$ cat config.mk
export PLATFORM = sky130hd
export DESIGN_NAME = ipsl_ddrphy_dll_update_ctrl
export DESIGN_NICKNAME = d
export VERILOG_FILES = /design/src/rtl/ipsl_ddrphy_dll_update_ctrl.sv
export SDC_FILE = /design/constraint.sdc
export NUM_CORES = 1
export LEC_CHECK = 0
export CORE_ASPECT_RATIO = 1.2
export CORE_MARGIN = 2
export CORE_UTILIZATION = 29
export DETAILED_ROUTE_END_ITERATION = 8
export GPL_ROUTABILITY_DRIVEN = 0
export PLACE_DENSITY_LB_ADDON = 0.1
export SLEW_MARGIN = 25
export SYNTH_ARGS = -nofsm -noshare
export SYNTH_HDL_FRONTEND = slang
export SYNTH_SLANG_ARGS = --single-unit
$ cat constraint.sdc
create_clock -name clk -period 2.3 [get_ports clk]
set_input_delay 0.69 -clock clk [delete_from_list [all_inputs] [get_ports clk]]
set_output_delay 0.69 -clock clk [all_outputs]
set_load 0.1 [all_outputs]
$ cat src/rtl/ipsl_ddrphy_dll_update_ctrl.sv
// DLL code-update sequencer: freeze, strobe update, hold, then four-phase ack to the
// granted requester (reset controller has priority over training).
module ipsl_ddrphy_dll_update_ctrl #(
    parameter int unsigned FREEZE_SETUP = 2,
    parameter int unsigned UPDATE_PULSE = 4,
    parameter int unsigned FREEZE_HOLD  = 4
) (
    input  logic       clk,
    input  logic       srb_rst_dll,
    input  logic       dll_lock,
    input  logic       dll_update_req_rst_ctrl,
    output logic       dll_update_ack_rst_ctrl,
    input  logic       dll_update_req_training,
    output logic       dll_update_ack_training,
    output logic       dll_freeze,
    output logic       dll_update_n,
    output logic       update_busy,
    output logic       lock_lost_err,
    output logic [7:0] update_cnt
);

    localparam logic [3:0] FsLoad = 4'(FREEZE_SETUP - 1);
    localparam logic [3:0] UpLoad = 4'(UPDATE_PULSE - 1);
    localparam logic [3:0] FhLoad = 4'(FREEZE_HOLD - 1);

    typedef enum logic [2:0] {StIdle, StFreeze, StUpdate, StHold, StAck} state_e;

    state_e     state_q, state_d;
    logic [3:0] tmr_q, tmr_d;
    logic       owner_q, owner_d;  // 0: reset controller, 1: training
    logic       lock_meta_q, dll_lock_s;
    logic       freeze_q, upd_n_q, ack_rst_q, ack_trn_q, err_q, err_d;
    logic [7:0] cnt_q;
    logic       done;
    logic       seq_active;

    always_comb begin
        state_d = state_q;
        tmr_d   = tmr_q;
        owner_d = owner_q;
        done    = 1'b0;
        unique case (state_q)
            StIdle: begin
                if (dll_lock_s && (dll_update_req_rst_ctrl || dll_update_req_training)) begin
                    owner_d = ~dll_update_req_rst_ctrl;
                    tmr_d   = FsLoad;
                    state_d = StFreeze;
                end
            end
            StFreeze: begin
                if (tmr_q == 4'd0) begin
                    tmr_d   = UpLoad;
                    state_d = StUpdate;
                end else begin
                    tmr_d = tmr_q - 4'd1;
                end
            end
            StUpdate: begin
                if (tmr_q == 4'd0) begin
                    tmr_d   = FhLoad;
                    state_d = StHold;
                end else begin
                    tmr_d = tmr_q - 4'd1;
                end
            end
            StHold: begin
                if (tmr_q == 4'd0) begin
                    state_d = StAck;
                end else begin
                    tmr_d = tmr_q - 4'd1;
                end
            end
            StAck: begin
                if (!(owner_q ? dll_update_req_training : dll_update_req_rst_ctrl)) begin
                    done    = 1'b1;
                    state_d = StIdle;
                end
            end
            default: state_d = StIdle;
        endcase
    end

    assign seq_active = (state_q == StFreeze) || (state_q == StUpdate) || (state_q == StHold);
    assign err_d      = err_q | (seq_active & ~dll_lock_s);

    always_ff @(posedge clk or posedge srb_rst_dll) begin
        if (srb_rst_dll) begin
            state_q     <= StIdle;
            tmr_q       <= 4'd0;
            owner_q     <= 1'b0;
            lock_meta_q <= 1'b0;
            dll_lock_s  <= 1'b0;
            freeze_q    <= 1'b0;
            upd_n_q     <= 1'b1;
            ack_rst_q   <= 1'b0;
            ack_trn_q   <= 1'b0;
            err_q       <= 1'b0;
            cnt_q       <= 8'd0;
        end else begin
            state_q     <= state_d;
            tmr_q       <= tmr_d;
            owner_q     <= owner_d;
            lock_meta_q <= dll_lock;
            dll_lock_s  <= lock_meta_q;
            // Outputs decoded from the next state so they move on the transition edge.
            freeze_q    <= (state_d == StFreeze) || (state_d == StUpdate) || (state_d == StHold);
            upd_n_q     <= (state_d != StUpdate);
            ack_rst_q   <= (state_d == StAck) && !owner_d;
            ack_trn_q   <= (state_d == StAck) && owner_d;
            err_q       <= err_d;
            if (done && (cnt_q != 8'hff)) begin
                cnt_q <= cnt_q + 8'd1;
            end
        end
    end

    assign dll_freeze              = freeze_q;
    assign dll_update_n            = upd_n_q;
    assign dll_update_ack_rst_ctrl = ack_rst_q;
    assign dll_update_ack_training = ack_trn_q;
    assign update_busy             = (state_q != StIdle);
    assign lock_lost_err           = err_q;
    assign update_cnt              = cnt_q;

endmodule

After elaboration in Yosys (flattened, before gate mapping)
Cells that the tools add are included.
{ "classes": {"bitwise": 4, "magnitude_cmp": 0, "shifts": 0, "n_reduce_logical": 16, "muxes": 15, "addsub": 2, "n_eq_ne": 12, "multipliers": 0, "div_mod_pow": 0} }
{ "op_table": {"columns": ["op", "n"], "rows": [
  ["$mux W3", 5],
  ["$pmux W3 S5", 1],
  ["$eq A3 B2 Y1 const B", 4],
  ["$mux W4", 3],
  ["$pmux W4 S3", 1],
  ["$add A8 B1 Y8 const B", 1],
  ["$ne A8 B8 Y1 const B", 1],
  ["$eq A3 B1 Y1 const B", 2],
  ["$eq A3 B3 Y1 const B", 2],
  ["$reduce_bool A3 Y1", 2],
  ["$logic_or A1 B1 Y1", 5],
  ["$mux W1", 5],
  ["$logic_and A1 B1 Y1", 4],
  ["$logic_not A4 Y1", 1],
  ["$ne A2 B2 Y1 const B", 2],
  ["$sub A4 B1 Y4 const B", 1],
  ["$logic_not A3 Y1", 1],
  ["$ne A3 B2 Y1 const B", 1],
  ["$reduce_and A3 Y1", 1],
  ["$not A1 Y1", 2],
  ["$reduce_or A2 Y1", 1],
  ["$and A1 B1 Y1", 1],
  ["$logic_not A1 Y1", 1],
  ["$or A1 B1 Y1", 1]
]} }
{ "totals": {"latchBits": 0, "mem_bits_ro": 0, "out_inout_bits": 14, "mem_count": 0, "wordCells": 60, "input_bits": 5, "register_bits": 23, "ram_bits": 0} }

Logic depth before layout (Yosys ltp)
Gate-level depths: netlist of the first run.
{ "logic_depth": {"ltp_word": 7, "depth_mapped": 6, "depth_no_buf": 6} }

Worst setup path before layout of the first run
OpenSTA, ideal clock, no wires.
{ "synth_timing": {"path_type": "reg-to-reg", "from": "register cnt_q[0], in the netlist update_cnt[0]", "to": "register cnt_q[1], in the netlist update_cnt[1]", "path_buffers": 0, "path_stages_with_launch": 5, "required_time_ns": 2.174, "slack_ns": 0.167, "t_arrival_ns": 2.007, "setup_time_ns": 0.126, "synth_period_minus_slack_ns": 2.133, "path_cell_list": "dfrtp_1 > ha_1 > nand3_1 > o211ai_2 > mux2_2"} }
{ "synth_between": {"elab_chain_cells": 2, "elab_cells_between_ends": 3, "cone_classes": "add/sub: 1; eq/ne: 1; reduce/logical: 1"} }
{ "synth_rtl": {"columns": ["item", "line", "source"], "rows": [
  ["start: declaration", "33", "logic [7:0] cnt_q;"],
  ["start signal: assignment", "112", "cnt_q <= cnt_q + 8'd1;"],
  ["branches (longest 2 deep; another with $add A8 B1 Y8)", null, null]
]} }
Parallel ways; which one is timed is not known.
A chain may end at the register's enable or synchronous reset.

Final worst setup path of the first run
{ "layout_timing": {"from": "register state_q[0]", "to": "output port update_busy"} }
{ "layout_between": {"elab_chain_cells": 1} }
{ "layout_rtl": {"columns": ["item", "line", "source"], "rows": [
  ["start: declaration", "28", "state_e state_q, state_d;"],
  ["start signal: assignment", "88", "state_q <= StIdle;"],
  ["start signal: assignment", "100", "state_q <= state_d;"],
  ["$reduce_bool A3 Y1", "121", "assign update_busy = (state_q != StIdle);"],
  ["end: declaration", "17", "output logic update_busy,"]
]} }
Every way passes these cells.

==> results of run 1 <==
==> per-layer routing <==
| metal | vias up | GRT usage [%] | share of wire [%] |
|---|---|---|---|
| met1 | 396 | 12.0 | 42 |
| met2 | 19 | 20.0 | 53 |
| met3 | 2 | 2.14 | 3.5 |
| li1 | 404 | - | - |
| met5 | - | 0 | 0 |
| met4 | 0 | 5.93 | 1.1 |
==> layout make-up <==
cell class / instances / area share [%]
Clock buffer: 3 / 2.78
Inverter: 8 / 2.02
Tap cell: 54 / 4.55
Timing Repair Buffer: 22 / 15.2
Multi-Input combinational cell: 71 / 36.4
Clock inverter: 1 / 0.337
Sequential cell: 23 / 38.8
==> cell families (layout without fill, tap and decap cells) <==
group | Yosys count | after routing | synth area share (%)
AOI/OAI and AO/OA | 18 | 18 | 11.4
xor gates and xnor gates | 7 | 7 | 5.21
adders and majority gates | 3 | 3 | 3.19
buffers and inverters | 11 | 34 | 5.10
DFF | 23 | 23 | 49.0
muxes | 5 | 5 | 4.89
and+or+nand+nor | 38 | 38 | 21.3
==> stage by stage <==
step / worst slack [ns] / hold slack, ns
finish: 0.228 / 0.359
global route: 0.179 / 0.377
CTS: 0.196 / 0.363
detailed placement: 0.0761 / 0.341
global placement: 0.129 / 0.341
floorplan: 0.167 / 0.331
==> worst paths after layout <==
path | depth (start not counted) | slack (ns) | end
min in group asynchronous | 3 | 0.77 | lock_meta_q
worst max-delay path | 2 | 0.23 | update_busy
worst max register to register | 4 | 0.70 | update_cnt[1]
worst min register to register | 0 | 0.36 | dll_lock_s
max in group asynchronous | 3 | 1.24 | dll_update_n
worst min-delay path | 0 | 0.36 | dll_lock_s
==> cells in the final DEF (no fill, tap or decap), types with 2 or more instances in the layout <==
| master | count |
|---|---|
| clkdlybuf4s50_1 | 4 |
| buf_4 | 14 |
| inv_1 | 8 |
| nor3b_4 | 2 |
| nand3_1 | 3 |
| nor3_2 | 3 |
| nor3b_1 | 2 |
| a21oi_1 | 2 |
| xor2_1 | 4 |
| nor2_1 | 6 |
| clkbuf_8 | 3 |
| nor3_1 | 3 |
| nand2b_1 | 3 |
| o21ai_0 | 4 |
| o21bai_1 | 2 |
| buf_12 | 4 |
| mux2_1 | 2 |
| ha_1 | 3 |
| dfrtp_1 | 22 |
| xnor2_1 | 3 |
| nand2_1 | 10 |
==> report_power, final <==
group | total [mW] | switching (mW) | leakage, nW | internal (mW)
logic | 0.999 | 0.634 | 0.364 | 0.365
clock network | 0.253 | 0.132 | 0.0255 | 0.121
registers | 0.636 | 0.118 | 0.280 | 0.518
==> impl_summary.log, run 1 <==
[metrics] crit path kind: reg2out
[metrics] instance count of the mapped netlist: 105
[metrics] number of register bits inferred by synthesis: 23
[metrics] critical path capture point type: output pin
[metrics] maximum number of pins on one net before global-route repair: 24
[metrics] Total Die Area: 4590 sq um
[metrics] worst setup path start: state_q[0]
[metrics] Die Y: 73.8 um
[metrics] total chip power: 1.89 mW
[metrics] Slew Viols, Final: 0
[metrics] number of buffers created by CTS: 3
[metrics] area share of the largest cell type after synthesis: 46.8%
[metrics] relative slew slack: 74.0%
[metrics] post-synthesis net count: 113
[metrics] pin slew with the least headroom to its limit: 0.390 ns
[metrics] # hold bufs at CTS: 0
[metrics] average via count per standard cell: 4.51
[metrics] Setup Fix Bufs, Post-CTS: 0
[metrics] proportion of synthesized flip-flops having asynchronous set or reset: 100%
[metrics] number of gates given a new drive strength after cts: 0
[metrics] leading register cell type out of synthesis: dfrtp_1
[metrics] cell count after placement: 178
[metrics] most frequently used cell type in the post-synthesis netlist: dfrtp_1
[metrics] die width: 62.2 um
[metrics] count of standard-cell rows: 25
[metrics] critical hold path startpoint: lock_meta_q
[metrics] worst min path class: reg2reg
[metrics] DR iter-0 viols: 13
[metrics] Nets: 137
[metrics] unrepaired setup endpoints after global routing: false
[metrics] post-route insts no fill: 182
[metrics] P per Cell Area: 1270 nW/um^2
[metrics] sequential area share after synthesis: 49.0%
[metrics] final critical path time including I/O delays and setup: 2.07 ns
[metrics] leakage: 0.670 nW
[metrics] Critical Path Start Type: flop
[metrics] IO Port Bufs: 18
[metrics] clock input transition at the sequential cells of the worst setup and hold paths: 0.09 ns
[metrics] drt total wl: 2250 um
[metrics] multi-input combinational cell area: 541 sq um
[metrics] Final Hold Fails: 0
[metrics] CTS H-Tree Depth: 1
[metrics] final setup violating endpoints: 0
[metrics] crit share post-route: 90.1%
[metrics] gr usage total: 10.9%
[metrics] largest fanout of any net on the critical path: 9
[metrics] global-route wire length before repair: 3860 um
[metrics] global route total overflow: 0
[metrics] cell with the largest stage delay on the worst path: dfrtp_1
[metrics] cell area after layout: 1490 sq um
[metrics] number of buffers on the longest clock path: 2
[metrics] area occupied by registers: 577 sq um
[metrics] longest individual stage delay on the worst path: 0.52 ns
[metrics] root buf cell: clkbuf_8
[metrics] Max IR drop VDD: 0.616 mV
[metrics] number of antenna violations at the first check in global routing: 0
[metrics] top cell type by total area after synthesis: dfrtp_1
[metrics] proportion of layout cells with a drive suffix above 1: 28.1%
[metrics] count of distinct cell types in the synthesized netlist: 39
[metrics] critical path buffer and inverter count: 1
[metrics] max-capacitance violation count: 0
[metrics] number of enable-type register cells in the synthesized netlist: 0
[metrics] worst-case clock skew: 0.00723 ns
[metrics] critical path cell sequence: or3_1 > buf_12
[metrics] share of the core filled with cells in the final layout: 38.0%
[metrics] dpl cell area: 1440 sq um
[metrics] number of inserted filler cells in the final layout: 392
[metrics] DRC violation count after routing: 0
[metrics] Synth top cells by count: 22 x dfrtp_1, 10 x nand2_1, 8 x inv_1, 6 x nor2_1
[metrics] number of flip-flops under the largest register name: 8
[metrics] Largest delay share family, worst path: flip-flops
[metrics] total half-perimeter wirelength after legalization and detailed placement: 1680 um
[metrics] Clk Latency, worst-skew pair: 0.27 ns
[metrics] initial core utilization: 30.1%
[metrics] status: finished clean
[metrics] R2R Path Start: update_cnt[0]
[metrics] TritonCTS clock tree: yes
[metrics] summed instance area of the synthesized netlist: 1180 sq um
[metrics] vias in the first global route: 841
[metrics] ports placed on the boundary: 19
[metrics] yosys warns: 0
[metrics] Max Fclk: 483 MHz
[metrics] Data required, critical path: 1.61 ns
[metrics] detail-routed net length per standard cell: 12.4 um
[metrics] core outline area: 3910 sq um
[metrics] total via count after detailed routing: 821
[metrics] top area cells in the synthesized netlist: dfrtp_1 47%, ha_1 3.2%, nand2_1 3.2%
[metrics] setup tns final: 0 ns
[metrics] Antenna Diode Count: 0
[metrics] arrival time reported for the critical path endpoint: 1.38 ns
[metrics] Sinks on Clock Net: 23
[metrics] Antenna Nets Post-Route: 0
[metrics] Syn-to-layout area delta: 26.2%
[metrics] first-pass detailed-route iteration total: 4
[metrics] average size of a mapped cell: 11.2 sq um
Note: power is estimated with default switching activity, not from simulation.
==> run 2: changes to the inputs <==
--- a/config.mk
+++ b/config.mk
@@ -11,6 +11,7 @@
 export DETAILED_ROUTE_END_ITERATION = 8
 export GPL_ROUTABILITY_DRIVEN = 0
 export PLACE_DENSITY_LB_ADDON = 0.1
+export RECOVER_POWER = 50
 export SLEW_MARGIN = 25
 export SYNTH_ARGS = -nofsm -noshare
 export SYNTH_HDL_FRONTEND = slang
==> run 2 against run 1 <==
  * Non-clock buffer count is the same
  * Register-to-register slack got worse by 0.41 ns
  * Combinational power decreased by 2%
  * Via count down 0.12%
  * Worst hold slack improved by 0.00097 ns
  * Clock skew grew 0.00098 ns
  * First-iteration DRC count is 38% lower
  * Die area stayed put
  * Flip-flop and latch count is the same
  * Worst setup slack improved by 0.027 ns
  * Sequential power down 2%
==> impl_summary.log, run 2 (same netlist as run 1, synthesis figures left out) <==
[metrics] status: finished clean
[metrics] leakage: 0.660 nW
[metrics] global route total overflow: 0
[metrics] Total Die Area: 4590 sq um
[metrics] critical path buffer and inverter count: 1
[metrics] maximum number of pins on one net before global-route repair: 24
[metrics] total half-perimeter wirelength after legalization and detailed placement: 1680 um
[metrics] number of flip-flops under the largest register name: 8
[metrics] switching power: 872 uW
[metrics] vias in the first global route: 841
[metrics] critical path capture point type: output pin
[metrics] average via count per standard cell: 4.51
[metrics] unrepaired setup endpoints after global routing: false
[metrics] fraction of power consumed by combinational cells: 52.8%
[metrics] setup tns final: 0 ns
[metrics] P per Cell Area: 1280 nW/um^2
[metrics] largest fanout of any net on the critical path: 9
[metrics] Slew Viols, Final: 0
[metrics] part of the power in registers: 33.6%
[metrics] cell with the largest stage delay on the worst path: dfrtp_1
[metrics] Antenna Nets Post-Route: 0
[metrics] proportion of layout cells with a drive suffix above 1: 26.6%
[metrics] gr usage total: 10.9%
[metrics] core outline area: 3910 sq um
[metrics] number of buffers created by CTS: 3
[metrics] critical path cell sequence: or3_1 > buf_12
[metrics] die width: 62.2 um
[metrics] share of the core filled with cells in the final layout: 37.3%
[metrics] number of gates given a new drive strength after cts: 0
[metrics] Final Hold Fails: 0
[metrics] first-pass detailed-route iteration total: 4
[metrics] longest individual stage delay on the worst path: 0.50 ns
[metrics] Sinks on Clock Net: 23
[metrics] Max IR drop VDD: 0.617 mV
[metrics] Critical Path Start Type: flop
[metrics] Largest delay share family, worst path: flip-flops
[metrics] number of antenna violations at the first check in global routing: 0
[metrics] Max Fclk: 489 MHz
[metrics] IO Port Bufs: 18
[metrics] most common cell after layout, fill and taps aside: dfrtp_1
[metrics] max-capacitance violation count: 0
[metrics] arrival time reported for the critical path endpoint: 1.36 ns
[metrics] switching power share of the total: 46.9%
[metrics] initial core utilization: 30.1%
[metrics] Clk network pwr share: 13.7%
[metrics] worst min path class: reg2reg
[metrics] TritonCTS clock tree: yes
[metrics] clock input transition at the sequential cells of the worst setup and hold paths: 0.09 ns
[metrics] # hold bufs at CTS: 0
[metrics] Antenna Diode Count: 0
[metrics] root buf cell: clkbuf_8
[metrics] crit share post-route: 88.9%
[metrics] reg-to-reg slack, setup: 0.29 ns
[metrics] Setup Fix Bufs, Post-CTS: 0
[metrics] DRC violation count after routing: 0
[metrics] Die Y: 73.8 um
[metrics] post-route worst hold slack: 0.360 ns
[metrics] Nets: 137
[metrics] CTS H-Tree Depth: 1
[metrics] global-route wire length before repair: 3860 um
[metrics] relative slew slack: 47.7%
[metrics] Clk Latency, worst-skew pair: 0.27 ns
[metrics] crit path kind: reg2out
[metrics] count of standard-cell rows: 25
[metrics] commonest non-fill, non-tap cells in the layout: 22 x dfrtp_1, 13 x buf_4, 10 x nand2_1, 8 x inv_1, 6 x nor2_1
[metrics] final critical path time including I/O delays and setup: 2.05 ns
[metrics] ports placed on the boundary: 19
[metrics] drt total wl: 2280 um
[metrics] Data required, critical path: 1.61 ns
[metrics] number of buffers on the longest clock path: 2
[metrics] total via count after detailed routing: 820
[metrics] DR iter-0 viols: 8
[metrics] number of inserted filler cells in the final layout: 397
[metrics] pin slew with the least headroom to its limit: 0.782 ns
[metrics] cell-internal power: 987 uW
[metrics] final setup violating endpoints: 0
[metrics] detail-routed net length per standard cell: 12.5 um
[metrics] Syn-to-layout area delta: 23.8%
[metrics] worst-case clock skew: 0.00821 ns
run 2: metal layers:
layer,vias to the layer above,track usage [%],share of wire (%)
met3,2,2.14,3.0
met2,14,20.0,54
met5,-,0,0
met4,0,5.93,1.1
li1,402,-,-
met1,402,12.0,42
run 2: through the flow:
step | power, mW | std cells | area (sq um) | worst slack (ns)
3_3_place_gp | 1.64 | 178 | 1440 | 0.129
4_1_cts | 1.92 | 182 | 1490 | 0.196
5_1_grt | 1.98 | 182 | 1460 | 0.150
6_report | 1.86 | 182 | 1460 | 0.255
2_1_floorplan | 1.39 | 105 | 1180 | 0.167
3_5_place_dp | 1.65 | 178 | 1440 | 0.0761
run 2: power by group through the flow:
stage	clock network [mW]	registers, mW	logic (mW)
floorplan	0	0.887	0.501
global placement	0	0.642	1.00
detailed placement	0	0.647	1.01
CTS	0.271	0.639	1.01
global route	0.282	0.639	1.06
finish	0.254	0.624	0.981
run 2: cell type report:
cell class	count	area [sq um]	share of cell area [%]
sequential	23	577	39.6
multi-input combinational	71	514	35.3
timing repair buffer	22	223	15.3
tap	54	67.6	4.64
clock buffer	3	41.3	2.83
inverter	8	30.0	2.06
clock inverter	1	5.00	0.343
run 2: final timing paths:
| kind | cells past startpoint | to | start |
|---|---|---|---|
| worst max-delay path | 2 | update_busy | state_q[0] |
| worst min-delay path | 0 | dll_lock_s | lock_meta_q |
| worst max register to register | 6 | dll_update_ack_training | tmr_q[0] |
| worst min register to register | 0 | dll_lock_s | lock_meta_q |
| max in group asynchronous | 3 | dll_update_n | srb_rst_dll |
| min in group asynchronous | 3 | lock_meta_q | srb_rst_dll |
